`src/rtl/sc_pkg.sv`:
```
// Shared definitions for the stochastic-computing multiply/count slice.
// Optional build macro: SC_BIPOLAR_EN (XNOR combine instead of AND).
package sc_pkg;

   localparam int unsigned SC_N  = 32;
   localparam int unsigned SC_CW = 6;

   typedef enum logic [1:0] {
      IDLE = 2'd0,
      ARM  = 2'd1,
      RUN  = 2'd2,
      DONE = 2'd3
   } sc_state_e;

   // Width needed to hold the value n (a full-ones count).
   function automatic int unsigned sc_cw(input int unsigned n);
      return $clog2(n + 1);
   endfunction

endpackage

```
`src/rtl/sc_popcnt_acc.sv`:
```
// Serial combine-and-count engine: one bit pair per step.
// Optional build macro: SC_BIPOLAR_EN (XNOR combine instead of AND).
// acc presents the running total including the bit pair of the current
// step, so the top can latch the final count on the last step's edge.
module sc_popcnt_acc
   import sc_pkg::*;
#(
   parameter int unsigned N  = SC_N,
   parameter int unsigned CW = sc_cw(N)
) (
   input  logic          clk,
   input  logic          rst,
   input  logic          clr,
   input  logic          step,
   input  logic          a_bit,
   input  logic          b_bit,
   output logic [CW-1:0] acc,
   output logic          last
);

   localparam int unsigned IW = (N > 1) ? $clog2(N) : 1;

   logic [CW-1:0] acc_q, acc_d;
   logic [IW-1:0] idx_q, idx_d;
   logic          hit;

   // Combine the current bit pair.
   always_comb begin
`ifdef SC_BIPOLAR_EN
      hit = ~(a_bit ^ b_bit);
`else
      hit = a_bit & b_bit;
`endif
   end

   // Running count including this step's bit; last marks the final bit index.
   always_comb begin
      acc  = acc_q + CW'(hit & step);
      last = (idx_q == IW'(N - 1));
   end

   // Next-state for accumulator and index; clear wins over step.
   always_comb begin
      acc_d = acc_q;
      idx_d = idx_q;
      if (clr) begin
         acc_d = '0;
         idx_d = '0;
      end else if (step) begin
         acc_d = acc;
         idx_d = last ? '0 : idx_q + 1'b1;
      end
   end

   // Accumulator and index registers.
   always_ff @(posedge clk or negedge rst) begin
      if (!rst) begin
         acc_q <= '0;
         idx_q <= '0;
      end else begin
         acc_q <= acc_d;
         idx_q <= idx_d;
      end
   end

endmodule

```
`src/rtl/sc_mul_count.sv`:
```
// Captures two SC bitstreams, combines them bitwise and counts the ones
// serially, returning a binary result N+2 cycles after the strobe.
// Optional build macro: SC_BIPOLAR_EN (XNOR combine instead of AND).
module sc_mul_count
   import sc_pkg::*;
#(
   parameter int unsigned N  = SC_N,
   parameter int unsigned CW = sc_cw(N)
) (
   input  logic          clk,
   input  logic          rst,
   input  logic          en,
   input  logic          in_valid,
   input  logic [N-1:0]  seq_a,
   input  logic [N-1:0]  seq_b,
   output logic          busy,
   output logic          out_valid,
   output logic [CW-1:0] result,
   output logic          drop
);

   sc_state_e     state_q, state_d;
   logic [N-1:0]  a_sr_q, a_sr_d;
   logic [N-1:0]  b_sr_q, b_sr_d;
   logic [CW-1:0] result_q, result_d;
   logic          drop_q, drop_d;

   logic [CW-1:0] acc;
   logic          last;
   logic          clr;
   logic          step;

   // Counter runs only in RUN; anything else (including en low) holds it clear.
   always_comb begin
      step = en & (state_q == RUN);
      clr  = ~step;
   end

   sc_popcnt_acc #(
      .N  (N),
      .CW (CW)
   ) u_acc (
      .clk   (clk),
      .rst   (rst),
      .clr   (clr),
      .step  (step),
      .a_bit (a_sr_q[0]),
      .b_bit (b_sr_q[0]),
      .acc   (acc),
      .last  (last)
   );

   // Next-state and datapath decode; en low clears everything synchronously.
   always_comb begin
      state_d  = state_q;
      a_sr_d   = a_sr_q;
      b_sr_d   = b_sr_q;
      result_d = result_q;
      drop_d   = 1'b0;
      if (!en) begin
         state_d  = IDLE;
         a_sr_d   = '0;
         b_sr_d   = '0;
         result_d = '0;
      end else begin
         case (state_q)
            IDLE: begin
               if (in_valid) state_d = ARM;
            end
            ARM: begin
               a_sr_d  = seq_a;
               b_sr_d  = seq_b;
               drop_d  = in_valid;
               state_d = RUN;
            end
            RUN: begin
               a_sr_d = a_sr_q >> 1;
               b_sr_d = b_sr_q >> 1;
               drop_d = in_valid;
               if (last) begin
                  result_d = acc;
                  state_d  = DONE;
               end
            end
            DONE: begin
               state_d = in_valid ? ARM : IDLE;
            end
            default: state_d = IDLE;
         endcase
      end
   end

   // State, shift and output registers.
   always_ff @(posedge clk or negedge rst) begin
      if (!rst) begin
         state_q  <= IDLE;
         a_sr_q   <= '0;
         b_sr_q   <= '0;
         result_q <= '0;
         drop_q   <= 1'b0;
      end else begin
         state_q  <= state_d;
         a_sr_q   <= a_sr_d;
         b_sr_q   <= b_sr_d;
         result_q <= result_d;
         drop_q   <= drop_d;
      end
   end

   // Status outputs decoded from the state register.
   always_comb begin
      busy      = (state_q == ARM) || (state_q == RUN);
      out_valid = (state_q == DONE);
      result    = result_q;
      drop      = drop_q;
   end

endmodule

```
`config.mk`:
```
export PLATFORM = sky130hd
export DESIGN_NAME = sc_mul_count
export DESIGN_NICKNAME = d
export VERILOG_FILES = /design/src/rtl/sc_pkg.sv /design/src/rtl/sc_popcnt_acc.sv /design/src/rtl/sc_mul_count.sv
export SDC_FILE = /design/constraint.sdc
export NUM_CORES = 1
export LEC_CHECK = 0
export CORE_UTILIZATION = 49
export CTS_CLUSTER_SIZE = 30
export DETAILED_ROUTE_END_ITERATION = 8
export GPL_ROUTABILITY_DRIVEN = 0
export HOLD_SLACK_MARGIN = 0.1
export PLACE_DENSITY = 0.84
export REMOVE_ABC_BUFFERS = 1
export SETUP_SLACK_MARGIN = 0.1
export SYNTH_ARGS = -nofsm -noshare
export SYNTH_HDL_FRONTEND = slang
export SYNTH_SLANG_ARGS = --single-unit
```
`constraint.sdc`:
```
create_clock -name clk -period 1.8 [get_ports clk]
set_input_delay 0.18 -clock clk [delete_from_list [all_inputs] [get_ports clk]]
set_output_delay 0.18 -clock clk [all_outputs]
set_load 0.02 [all_outputs]
```
==> flow_summary.toml <==
[floorplan]
die_x_um = 102.0
num_io_pins = 77
core-area_um2 = 9729
die-area_um2 = 10400
row_count = 36
fp.dieH_um = 102.0
initial_core_util_pct = 50.36

[final_layout]
nets = 585
layoutNonFillerInstCount = 646
syn_to_final_growth_pct = 25.08
drive_gt1_share_pct = 45.81
diodes = 0

[clocking]
clock-sinks = 84
cts-root-buf = "clkbuf_8"
clock_latency_ns = 0.35
htree_num_levels = 3
cts_buffers = 9
clockBufferDepth = 2
path_clk_slew_ns = 0.09
cts_tree = "built"

[power_and_ir_drop]
report.power.total_uw = 8407
vdd_ir_drop_max_mv = 0.6049
pwr_density_cell_nw_per_um2 = 1372
leakagePower_uw = 0.002559

[drt]
drc = 0
first_pass_iters = 4
routed_via_density = 5.223
wl_mm = 10.21
vias = 3374
drtAntennaViolNets = 0
drt_iter0_drc = 140
wl_per_cell_um = 15.81

[worst_setup_path]
critPathArrivalTime_ns = 1.55
endpoint_kind = "output port"
r2r-end = "b_sr_q[15]"
criticalPathCategory = "flop to output port"
regToRegStartpoint = "state_q[0]"
reg2reg_depth = 7
startpoint_type = "flop"
path_max_fanout = 4
reg2reg_slack_ns = 0.08
cp-startpoint = "state_q[1]"
crit_required_ns = 1.62

[timing]
hold-worst-slack_ns = 0.3348
hold_violations = 0
finClkSkew_ns = 0.01429
drv_slew = 0
clock.fmax_mhz = 578.6
period_needed_ns = 1.728
setup-violations-final = 0
post-route-period-util_pct = 96.02
max_slew_margin_pct = 67.47
setup_ws_ns = 0.07164
finalSetupTns_ns = 0
tightest_slew_ns = 0.4879
rsz0062_at_grt = "true"

[logic_synthesis]
synth_most_common_cell = "dfrtp_1"
yosys_warnings = 0
synth_cell_types = 33
synthTopCellsByCount = "dfrtp_1, nand2_1, a21oi_2, mux2_4, nand2_2"
ys_ff_latch = 84
synth_ff_type = "dfrtp_1"
yosys.area.top_type_share_pct = 42.90
synth_largest_area_cell = "dfrtp_1"
postSynthCellCount = 430
syn_area_per_cell_um2 = 11.39
async_reset_ff_share_pct = 100.0
seq_area_frac_synth_pct = 42.90
netlist_top_cells_area = "dfrtp_1, mux2_4, a21oi_2, nand2_2, nand2_1"
synth_edf_count = 0
synth_area_um2 = 4900

[grt]
grt_use_total_pct = 19.90
grt_pass1_wl_mm = 16.07
grt_pass1_vias = 3336
grt_max_degree = 50
antenna_found_initial = 0
grt.overflow.total = 0

[placed_design]
dp_hpwl_mm = 6.240
place_inst = 622
place_ws_ns = -0.0004353
portBuffers = 76

[worst_hold_path]
hold_class = "input pin to asynchronous set/reset pin"

[run_status]
outcome = "finished clean"

[job]
maxCapViolCount = 0
power breakdown:
group / internal, µW / switching, µW / leakage [µW]
combinational: 2360 / 2010 / 0.00131
clock: 771 / 684 / 0.000102
sequential: 2330 / 258 / 0.00115
cells by family (layout without fill, tap and decap cells):
logic type      count (synthesis)  count (layout)  synth area share [%]
compound gates                 76              76                 12.59
xor+xnor                        5               5                0.8939
fa+ha+maj                       8               8                 2.043
buf+inv                        35             118                 6.333
flops                          84              84                 42.90
mux                            66              66                 19.51
simple gates                  156             156                 15.73
final cells by class:
| type | instances | area [µm²] |
|---|---|---|
| clock buffer | 10 | 127.6 |
| fill | 762 | 3601 |
| inverter | 5 | 21.27 |
| timing repair buffer | 98 | 1062 |
| sequential | 84 | 2103 |
| clock inverter | 5 | 77.57 |
| tap | 133 | 166.4 |
| multi-input combinational | 311 | 2570 |
critical path: stages (launching register included):
cell,delay (ns)
dfrtp_2,0.45
inv_1,0.14
ha_1,0.27
dlygate4sd2_1,0.33
sequential cells by signal, summed over array words and instances (netlist names):
| name | flops |
|---|---|
| u_acc.idx_q | 5 |
| result | 6 |
| drop | 1 |
| a_sr_q | 32 |
| u_acc.acc_q | 6 |
| state_q | 2 |
| b_sr_q | 32 |
worst max path at each step:
stage / end / slack (ns) / cells past startpoint
after floorplan: b_sr_q[21] / -1.88 / 5
after global placement: result[5] / 0.07 / 7
after detailed placement: result[5] / -0.0004 / 8
after CTS: result[4] / 0.04 / 9
after global routing: result[5] / 0.009 / 8
final: busy / 0.07 / 3
cells in the final DEF (no fill, tap or decap), types with 4 or more instances in the layout:
cell type / instances
a21oi_2: 59
o21ai_0: 4
clkbuf_8: 9
clkinv_2: 4
buf_4: 13
clkdlybuf4s50_1: 73
buf_12: 4
nand2_2: 59
mux2_2: 4
a21oi_1: 8
nor2_1: 9
nand2_1: 70
and3_1: 7
dfrtp_1: 83
mux2_4: 58
mux2i_1: 4
stage by stage:
step,instance area [µm²],util (%)
after floorplan,4608,-
after global placement,5723,58.82
after detailed placement,5723,58.82
after CTS,5967,61.33
after global routing,6128,62.99
final,6128,62.99
routing by layer:
layer	part of all wire, %	track usage [%]	routed length (µm)
met1	46	26.06	4735
met2	49	33.40	4977
met3	3.4	3.420	349
met4	1.5	6.813	150
met5	0	0	0
timing repair:
item | 4_1_cts | 5_1_grt
hold buffers | 1 | 0
resized for setup | 8 | 15
endpoints found under the setup margin | 12 | 30
buffers inserted | 2 | 3
gates cloned | 0 | 3
pin swaps | 4 | 3
hold endpoints to repair | 35 | 0
No activity file was read; power rests on OpenSTA's default activity.
